File: config.mk
export PLATFORM = sky130hd
export DESIGN_NAME = traffic_light_ctrl
export DESIGN_NICKNAME = d
export VERILOG_FILES = /design/src/rtl/traffic_pkg.sv /design/src/rtl/tick_prescaler.sv /design/src/rtl/traffic_light_ctrl.sv
export SDC_FILE = /design/constraint.sdc
export NUM_CORES = 1
export LEC_CHECK = 0
export BUFFER_PORTS_ARGS = -buffer_cell sky130_fd_sc_hd__buf_4
export CELL_PAD_IN_SITES_DETAIL_PLACEMENT = 0
export CELL_PAD_IN_SITES_GLOBAL_PLACEMENT = 1
export CORE_MARGIN = 8
export CORE_UTILIZATION = 45
export CTS_CLUSTER_SIZE = 40
export DETAILED_ROUTE_END_ITERATION = 10
export PLACE_DENSITY = 0.83
export REMOVE_ABC_BUFFERS = 1
export SETUP_SLACK_MARGIN = 0.02
export SLEW_MARGIN = 5
export SYNTH_ARGS = -nofsm -noshare
export SYNTH_HDL_FRONTEND = slang
export SYNTH_SLANG_ARGS = --single-unit
File: constraint.sdc
create_clock -name clk -period 2.28 [get_ports clk]
set_input_delay 0.684 -clock clk [delete_from_list [all_inputs] [get_ports clk]]
set_output_delay 0.684 -clock clk [all_outputs]
set_load 0.01 [all_outputs]
File: src/rtl/traffic_pkg.sv
// Shared types and constants for the traffic-light sequencer.
// Holds the state encoding, lamp one-hot patterns and prescaler width helper.
package traffic_pkg;

    typedef enum logic [1:0] {
        ST_GREEN  = 2'b00,
        ST_YELLOW = 2'b01,
        ST_RED    = 2'b10
    } state_t;

    // Lamp patterns ordered {red, ylw, grn}
    localparam logic [2:0] LAMP_GREEN  = 3'b001;
    localparam logic [2:0] LAMP_YELLOW = 3'b010;
    localparam logic [2:0] LAMP_RED    = 3'b100;

    // Width of a counter spanning 0..div-1; never narrower than one bit
    function automatic int presc_width(input int div);
        return (div <= 2) ? 1 : $clog2(div);
    endfunction

endpackage

File: src/rtl/tick_prescaler.sv
// One-second tick generator: counts 0..TICK_DIV-1, pulses tick on the last count.
// Ports: clk, rst (sync, active-high), clr (restart count at 0), tick (1-cycle pulse).
module tick_prescaler
    import traffic_pkg::*;
#(
    parameter int TICK_DIV = 100000000
) (
    input  logic clk,
    input  logic rst,
    input  logic clr,
    output logic tick
);

    localparam int W = presc_width(TICK_DIV);
    localparam logic [W-1:0] LAST = W'(TICK_DIV - 1);

    logic [W-1:0] cnt;

    assign tick = (cnt == LAST);

    always_ff @(posedge clk) begin
        if (rst || clr || tick) begin
            cnt <= '0;
        end else begin
            cnt <= cnt + W'(1);
        end
    end

endmodule

File: src/rtl/traffic_light_ctrl.sv
// Vehicle traffic-light sequencer GREEN -> YELLOW -> RED with per-state dwell in ticks.
// Ports: clk, rst (sync, active-high), ped_req (async button), red/ylw/grn lamps,
//   sec_left (ticks remaining minus 1), ped_waiting (latched request).
// Optional macro TRAFFIC_PED_REQ_EN enables the pedestrian request that shortens GREEN.
module traffic_light_ctrl
    import traffic_pkg::*;
#(
    parameter int TICK_DIV      = 100000000,
    parameter int GREEN_SEC     = 10,
    parameter int YELLOW_SEC    = 3,
    parameter int RED_SEC       = 8,
    parameter int MIN_GREEN_SEC = 4
) (
    input  logic       clk,
    input  logic       rst,
    input  logic       ped_req,
    output logic       red_trffc_light,
    output logic       ylw_trffc_light,
    output logic       grn_trffc_light,
    output logic [7:0] sec_left,
    output logic       ped_waiting
);

    if (TICK_DIV < 2) begin : g_bad_div
        $error("TICK_DIV must be >= 2");
    end
    if (GREEN_SEC < 1 || GREEN_SEC > 255) begin : g_bad_green
        $error("GREEN_SEC must be in 1..255");
    end
    if (YELLOW_SEC < 1 || YELLOW_SEC > 255) begin : g_bad_yellow
        $error("YELLOW_SEC must be in 1..255");
    end
    if (RED_SEC < 1 || RED_SEC > 255) begin : g_bad_red
        $error("RED_SEC must be in 1..255");
    end
    if (MIN_GREEN_SEC < 1 || MIN_GREEN_SEC > GREEN_SEC) begin : g_bad_min
        $error("MIN_GREEN_SEC must be in 1..GREEN_SEC");
    end

    localparam logic [7:0] G_LD = 8'(GREEN_SEC - 1);
    localparam logic [7:0] Y_LD = 8'(YELLOW_SEC - 1);
    localparam logic [7:0] R_LD = 8'(RED_SEC - 1);

    state_t     state;
    state_t     next_state;
    logic [7:0] next_load;
    logic [7:0] sec_cnt;
    logic [2:0] lamps;
    logic       tick;
    logic       ped_go;
    logic       advance;
    logic       pw;

    always_comb begin
        next_state = ST_GREEN;
        next_load  = G_LD;
        unique case (state)
            ST_GREEN: begin
                next_state = ST_YELLOW;
                next_load  = Y_LD;
            end
            ST_YELLOW: begin
                next_state = ST_RED;
                next_load  = R_LD;
            end
            default: begin
                next_state = ST_GREEN;
                next_load  = G_LD;
            end
        endcase
    end

`ifdef TRAFFIC_PED_REQ_EN
    logic       sync1;
    logic       sync2;
    logic [8:0] elapsed;

    // sec_cnt never exceeds GREEN_SEC-1 while in GREEN, so this cannot underflow
    assign elapsed = 9'(GREEN_SEC) - {1'b0, sec_cnt};
    assign ped_go  = (state == ST_GREEN) && pw
                     && (elapsed >= 9'(MIN_GREEN_SEC));

    always_ff @(posedge clk) begin
        if (rst) begin
            sync1 <= 1'b0;
            sync2 <= 1'b0;
            pw    <= 1'b0;
        end else begin
            sync1 <= ped_req;
            sync2 <= sync1;
            if (advance && next_state == ST_RED) begin
                pw <= 1'b0;
            end else if (sync2 && state != ST_RED) begin
                pw <= 1'b1;
            end
        end
    end
`else
    logic unused_ped;

    assign unused_ped = ped_req;
    assign ped_go     = 1'b0;
    assign pw         = 1'b0;
`endif

    // Expiry and an early pedestrian exit both collapse into one advance
    assign advance = tick && ((sec_cnt == 8'd0) || ped_go);

    tick_prescaler #(
        .TICK_DIV(TICK_DIV)
    ) u_presc (
        .clk (clk),
        .rst (rst),
        .clr (advance),
        .tick(tick)
    );

    always_ff @(posedge clk) begin
        if (rst) begin
            state   <= ST_RED;
            sec_cnt <= R_LD;
        end else if (advance) begin
            state   <= next_state;
            sec_cnt <= next_load;
        end else if (tick) begin
            sec_cnt <= sec_cnt - 8'd1;
        end
    end

    always_comb begin
        lamps = LAMP_RED;
        unique case (state)
            ST_GREEN:  lamps = LAMP_GREEN;
            ST_YELLOW: lamps = LAMP_YELLOW;
            default:   lamps = LAMP_RED;
        endcase
    end

    assign {red_trffc_light, ylw_trffc_light, grn_trffc_light} = lamps;
    assign sec_left    = sec_cnt;
    assign ped_waiting = pw;

endmodule

==> results by stage, run 1 <==
Yosys:
- After synthesis, the share of cell area in mux cells is 0.0174.
- The number of flip-flops and latches in the synthesized netlist is 37.
- Yosys mapped a number of flops with a built-in enable equal to 0.
- The dominant register cell in the synthesized netlist is sky130_fd_sc_hd__dfxtp_1.
- Sorting the synthesized cells by area gives the leading types as sky130_fd_sc_hd__dfxtp_1 38%, sky130_fd_sc_hd__nand4_1 3.9%, sky130_fd_sc_hd__o31ai_1 3.9%.
- The total number of yosys warnings is 0.
- The synthesized cell area is 1940 sq um.
- Of the total synthesized cell area, the portion taken by AND, OR, NAND and NOR gates is 0.294.
- The distinct cell type count after synthesis is 50.
- The largest family of logic cells by synthesized area is simple AND/OR/NAND/NOR gates.
- After synthesis, the share of flip-flops with an asynchronous set or reset is 0.
- The complex-gate fraction of the synthesized area is 0.183.
- The adder-cell share of the synthesized area is 0.0194.
- Of the total synthesized cell area, the portion taken by XOR and XNOR cells is 0.0542.
- In this run the mean area of a mapped cell was 8.43 sq um.
- The fraction of the yosys area taken by sequential cells is 0.382.
- The largest area contributor in the synthesized netlist is sky130_fd_sc_hd__dfxtp_1.
- The area share of the leading cell type in the synthesized netlist is 0.382.
- Synthesis produced 230 cells.

STA:
- The actual transition at the worst max-transition pin is 0.494 ns.
- The final critical-path share of the clock period is 0.875.
- Setup violations remaining at the end of the flow were counted as 0.
- The final period demand of the worst path is 1.99 ns.
- Derived from the worst setup path, the maximum achievable clock frequency is 0.502 GHz.
- The max-slew violation count is 0.
- The number of endpoints with negative hold slack in the final report is 0.
- Clock skew on the completed layout was measured at 0.0133 ns.
- The headroom to the max-slew limit is 0.668.
- Across all hold checks on the routed design, the worst slack comes to 0.469 ns.
- Setup repair after global routing left no endpoint under its margin.

Global routing:
- The number of global-route vias before repair is 1,573.
- The aggregate global routing overflow is 0.
- Entering global routing, the biggest net connects 23 pins.
- Across every metal layer, demand over resource in global routing totals 0.144.
- The initial antenna violation count is 0.
- The wire length of the first global-routing pass is 7530 um.

Worst setup path:
- The endpoint of the worst-slack reg-to-reg timing path is sec_left[4].
- In this design, the stage delay of the slowest critical-path cell is 0.49 ns.
- The setup slack of the worst register-to-register path is 0.29 ns.
- STA puts the critical path data required time at 2.48 ns.
- The startpoint identified for the worst register-to-register timing path is u_presc.cnt[17].
- The cell family contributing the most delay on the critical path is simple AND/OR/NAND/NOR gates.
- The signal on the critical path passes through nor4_1 -> nand4_1 -> or2_2 -> o41ai_1.
- For the worst flop-to-flop path, the logic depth is 4.
- The worst setup path is captured at a register.
- The maximum fanout along the worst path is 8.
- STA classifies the critical path startpoint as a register.
- The largest individual stage delay along the critical path comes from the cell sky130_fd_sc_hd__or2_2.
- The arrival time at the worst endpoint is 2.20 ns.
- By startpoint and endpoint, the worst setup path is classified as register to register.
- The sum of buffers and inverters on the critical path is 0.

Finish:
- The finished layout cell area is 2190 sq um.
- In the final layout, the share of cells above drive strength 1 is 0.154.
- Once layout is complete, the cells apart from fillers number 298.
- The area growth from synthesis to layout is 13.1%.
- Fill cells in the final layout number 418.
- In the final layout, the multi-input gates occupy 1100 sq um.
- The sequential cell area in the final layout is 741 sq um.
- The layout net count is 252.
- For this run, the share of the core covered by cells in the final layout is 0.514.
- The number of antenna diodes is 0.

Clock tree:
- Buffers added to address setup during post-CTS repair amount to 0.
- The clock tree from TritonCTS is yes.
- The number of sinks driven by the clock tree is 37.
- The number of H-tree levels is 2.
- After clock tree synthesis, the clock-pin slew on the worst setup and hold paths is 0.08 ns.
- The number of buffers created by CTS is 5.
- In this run, post-CTS repair resized a total of 0 instances.
- The longest clock path from root to sink contains 2 buffers.
- The later pin in the worst-skew pair is clocked with a latency of 0.30 ns.
- The quantity of hold-fixing buffers added after cts is 0.
- The root buffer cell is sky130_fd_sc_hd__clkbuf_8.

Die:
- The number of top-level pins is 15.
- After floorplanning, the core was divided into 24 placement rows.
- The width of the die is 81.6 um.
- The area of the die is 6660 sq um.
- For this configuration, the core starts out at a cell density of 0.455.
- The floorplan core area is 4260 sq um.
- The chip height is 81.6 um.

Routing:
- The DRC violation count after routing is 0.
- Once detail routing completed, the nets flagged for antenna violations numbered 0.
- The DRC marker count from the first detailed-route iteration is 83.
- The first-pass detailed-route iteration total is 5.
- The routed length per placed instance is 14.5 um.
- The final layout contains routed wiring with a total length of 4310 um.
- After detailed routing, the number of vias per cell comes to 5.78.
- The final route contains 1,722 vias.

Power:
- The design draws 0.00118 W.
- The static leakage power is 0.786 nW.
- The worst-case IR drop observed on VDD is 0.275 mV.
- The total power divided by cell area is 540 nW/um^2.

Status:
- The run finished with clean final reports.

Placed design:
- In this run the tool buffered the top-level ports with 12 buffer cells.
- The detailed-placement wirelength estimate is 3050 um.
- Including well taps, the total number of placed cells is 291.
- The area of placed instances is 2110 sq um.
- The routability-driven placement congestion ratio is 0.771.

Job:
- Max-cap violations in this run came to 0.

Hold path:
- The worst hold path terminates at u_presc.cnt[0].
- The class of the most critical hold timing path is register to register.
- The startpoint identified for the worst hold timing path is u_presc.cnt[0].
- The depth of the worst hold-timing path is 1.
==> final cells by class <==
type / instances / share of cell area
Multi-Input combinational cell: 171 / 0.504
Sequential cell: 37 / 0.338
Timing Repair Buffer: 21 / 0.0719
Clock buffer: 7 / 0.0394
Tap cell: 52 / 0.0297
Inverter: 10 / 0.0171
==> placed cells by master, fill, tap and decap left out, types with 10 or more instances in the layout <==
cell / instances
sky130_fd_sc_hd__nand4_1: 12
sky130_fd_sc_hd__nand2_1: 14
sky130_fd_sc_hd__buf_4: 21
sky130_fd_sc_hd__o31ai_1: 10
sky130_fd_sc_hd__dfxtp_1: 37
sky130_fd_sc_hd__nor2_1: 18
sky130_fd_sc_hd__a21oi_1: 14
sky130_fd_sc_hd__or3_1: 10
sky130_fd_sc_hd__inv_1: 10
==> stage by stage <==
| step | TNS (ns) | setup slack, ns |
|---|---|---|
| final | 0 | 0.286 |
| after global routing | 0 | 0.0846 |
| after CTS | 0 | 0.276 |
| after detailed placement | 0 | 0.289 |
| after global placement | 0 | 0.338 |
| after floorplan | -5.49 | -0.269 |
==> worst max path at each step <==
stage,start,endpoint,depth (start not counted)
3_3_place_gp,u_presc.cnt[17],sec_left[4],4
5_1_grt,u_presc.cnt[18],sec_left[4],4
4_1_cts,u_presc.cnt[17],sec_left[4],4
2_1_floorplan,u_presc.cnt[0],u_presc.cnt[10],5
6_report,u_presc.cnt[17],sec_left[4],4
3_5_place_dp,u_presc.cnt[17],sec_left[4],4
==> sequential cells by signal (all words and copies together) (netlist names) <==
register / cells
u_presc.cnt: 27
sec_left: 8
state: 2
==> Yosys cell counts (all sizes together) (2+ instances only) <==
cell and count:
a21oi 14, and2 4, and3 5, and4 5, buf 3, clkbuf 9
dfxtp 37, ha 3, inv 10, mux2 3, nand2 14, nand3 7
nand4 13, nor2 18, nor2b 2, nor3 5, nor4 3, o211ai 4
o21ai 9, o311ai 5, o31ai 10, or2 2, or3 12, or4 6
xnor2 8, xor2 4
==> per-layer routing <==
layer / part of all wire / routed length, um / GRT usage / up-vias
li1: - / - / - / 887
met5: 0 / 0 / 0 / -
met2: 0.42 / 1820 / 0.216 / 30
met3: 0.050 / 217 / 0.0394 / 6
met1: 0.51 / 2200 / 0.190 / 799
met4: 0.016 / 68 / 0.0579 / 0
==> worst register-to-register path: stages, from the launching register on <==
cell and delay, ns:
sky130_fd_sc_hd__dfxtp_1 0.35, sky130_fd_sc_hd__nor4_1 0.37, sky130_fd_sc_hd__nand4_1 0.36, sky130_fd_sc_hd__or2_2 0.49
sky130_fd_sc_hd__o41ai_1 0.33
==> cell families (layout without fill, tap and decap cells) <==
kind of cell | count (synthesis) | in the layout
buffers and inverters | 22 | 38
AO/OA/AOI/OAI | 53 | 53
other | 1 | 1
AND/OR/NAND/NOR | 99 | 99
adder cells (fa/ha/maj) | 3 | 3
flip-flops | 37 | 37
multiplexers | 3 | 3
XOR/XNOR | 12 | 12
==> power by group <==
| group | internal, W | switching (W) |
|---|---|---|
| logic | 0.0000183 | 0.0000233 |
| registers | 0.000657 | 0.0000124 |
| clock network | 0.000240 | 0.000234 |
Note: power is estimated with default switching activity, not from simulation.
==> inputs of run 2 (changes only) <==
==> constraint.sdc (replaced) <==
create_clock -name clk -period 2.2 [get_ports clk]
set_input_delay 0.66 -clock clk [delete_from_list [all_inputs] [get_ports clk]]
set_output_delay 0.66 -clock clk [all_outputs]
set_load 0.01 [all_outputs]
==> results by stage, run 2 (synthesis gave the netlist of run 1 again) <==
Routing:
- The DRC marker count from the first detailed-route iteration is 61.
- The number of vias per cell after detailed routing is 5.76.
- The routed length per placed instance is 14.3 um.
- In this run the remaining antenna-violating nets after routing total 0.
- The total routed wirelength is 4250 um.
- The final route contains 1,716 vias.
- In the routed design, unresolved DRC markers number 0.
- The first detailed-routing pass took 4 iterations.

Placed design:
- The cell count after placement is 291.
- The congestion estimate from routability-driven global placement came to 0.762.
- The count of input and output buffers is 12.
- The detailed-placement wirelength estimate is 3060 um.
- The area of placed instances is 2110 sq um.

Worst setup path:
- STA classifies the critical path endpoint as a register.
- On the worst path, the slowest cell contributes a delay of 0.49 ns.
- Data arrives at the worst endpoint at 2.21 ns.
- For the worst flop-to-flop path, the logic depth is 4.
- Traced cell by cell, the critical path runs through nor4_1 -> nand4_1 -> or2_2 -> o41ai_1.
- The startpoint class of the critical path is a register.
- The worst setup path category is register to register.
- The required time of the critical path is 2.40 ns.
- In this run the worst path has a maximum fanout of 8.
- The library cell contributing the largest single delay on the critical path is sky130_fd_sc_hd__or2_2.

Clock tree:
- In this run, post-CTS repair resized a total of 0 instances.
- The clock tree from TritonCTS is yes.
- The buffers inserted during post-CTS setup optimization is 0.
- The quantity of hold-fixing buffers added after cts is 0.
- In this run the number of H-tree levels came out at 2.
- The root buffer cell is sky130_fd_sc_hd__clkbuf_8.
- The clock passes through at most 2 buffers.
- The number of buffers created by CTS is 5.
- The clock drives 37 sinks.
- The clock latency on the worst-skew pair is 0.29 ns.
- After clock tree synthesis, the clock-pin slew on the worst setup and hold paths is 0.08 ns.

STA:
- The number of endpoints with negative hold slack in the final report is 0.
- Setup violations remaining at the end of the flow were counted as 0.
- Setup repair after global routing left no endpoint under its margin.
- The final period demand of the worst path is 2.02 ns.
- The highest clock rate is 0.495 GHz.
- The max-slew violation count is 0.
- The worst hold margin is 0.470 ns.
- The maximum clock skew at final layout is 0.0118 ns.
- Dividing the final minimum period by the clock period gives 0.917.

Power:
- Power spread over the standard cell area amounts to 555 nW/um^2.
- IR analysis of the VDD net gives a maximum drop of 0.357 mV.
- The total power after layout is 0.00122 W.
- Summed over all cells, the static leakage comes to 0.786 nW.

Die:
- In this run the horizontal extent of the chip is 81.6 um.
- The die covers 6660 sq um.
- The chip height is 81.6 um.
- The cell row count is 24.
- The region available for standard cell placement spans 4260 sq um.
- 15 I/O pins were placed.
- For this configuration, the core starts out at a cell density of 0.455.

Finish:
- Once layout is complete, the utilization of the core stands at 0.514.
- The register with the highest flop count is u_presc.cnt.
- The final cell count without fillers is 298.
- The fraction of final layout cells sized beyond drive strength 1 is 0.154.
- The fill cell total of the finished layout is 425.
- The library cell used most frequently in the layout, excluding fill and tap cells, is sky130_fd_sc_hd__dfxtp_1.
- The flip-flop count of the largest register after layout is 27.
- The finished layout cell area is 2190 sq um.
- 0 antenna diodes ended up in the layout.
- Leaving out fill and tap cells, the most frequent cells in the layout are 37 x sky130_fd_sc_hd__dfxtp_1, 21 x sky130_fd_sc_hd__buf_4, 18 x sky130_fd_sc_hd__nor2_1.
- The layout net count is 252.
- Relative to the synthesized area, the layout overhead comes to 13.1%.

Hold path:
- The path class of the tightest hold or removal check is register to register.
- Along the worst hold path, the cell count comes to 1.

Job:
- Max-cap violations in this run came to 0.

Global routing:
- In the global route stage, overall resource usage came out at 0.137.
- The number of global-route vias before repair is 1,538.
- After global routing the overflow that remains totals 0.
- The initial antenna violation count is 0.
- The wire length of the first global-routing pass is 7190 um.
- Entering global routing, the biggest net connects 23 pins.

Status:
- The run finished with clean final reports.
[run 2: cell counts in the layout (fill, tap and decap cells not counted)]
No cell type changed its count.
[run 2: final timing paths]
| kind | startpoint | endpoint | slack (ns) |
|---|---|---|---|
| max | u_presc.cnt[17] | sec_left[4] | 0.18 |
| min | u_presc.cnt[0] | u_presc.cnt[0] | 0.47 |
| max reg2reg | u_presc.cnt[17] | sec_left[4] | 0.18 |
| min reg2reg | u_presc.cnt[0] | u_presc.cnt[0] | 0.47 |
[run 2: cell type report]
type                    count  area, sq um  area share
inverters                  10         37.5      0.0171
well taps                  52         65.1      0.0297
clock buffers               7         86.3      0.0394
flip-flops and latches     37          741       0.338
repair buffers             21          158      0.0719
multi-input cells         171         1100       0.504
[run 2: metal layers]
layer	share of wire	GRT usage	vias up	wire length, um
li1	-	-	889	-
met1	0.51	0.186	794	2180
met2	0.42	0.199	27	1780
met3	0.055	0.0405	6	232
met4	0.015	0.0526	0	63
met5	0	0	-	0
[run 2: worst max-delay path: cells and delay by family, from the launching register on]
family	cells	cell delay, ns
DFF	1	0.34
and+or+nand+nor	3	1.23
AOI/OAI and AO/OA	1	0.35
[run 2: metrics by stage]
stage / setup slack [ns] / TNS (ns)
after floorplan: -0.349 / -7.25
after global placement: 0.235 / 0
after detailed placement: 0.225 / 0
after CTS: 0.209 / 0
after global routing: 0.0461 / 0
final: 0.182 / 0
[run 2: power breakdown]
| group | internal (W) | total, W | switching [W] |
|---|---|---|---|
| sequential | 0.000681 | 0.000693 | 0.0000125 |
| combinational | 0.0000192 | 0.0000433 | 0.0000241 |
| clock | 0.000249 | 0.000479 | 0.000231 |
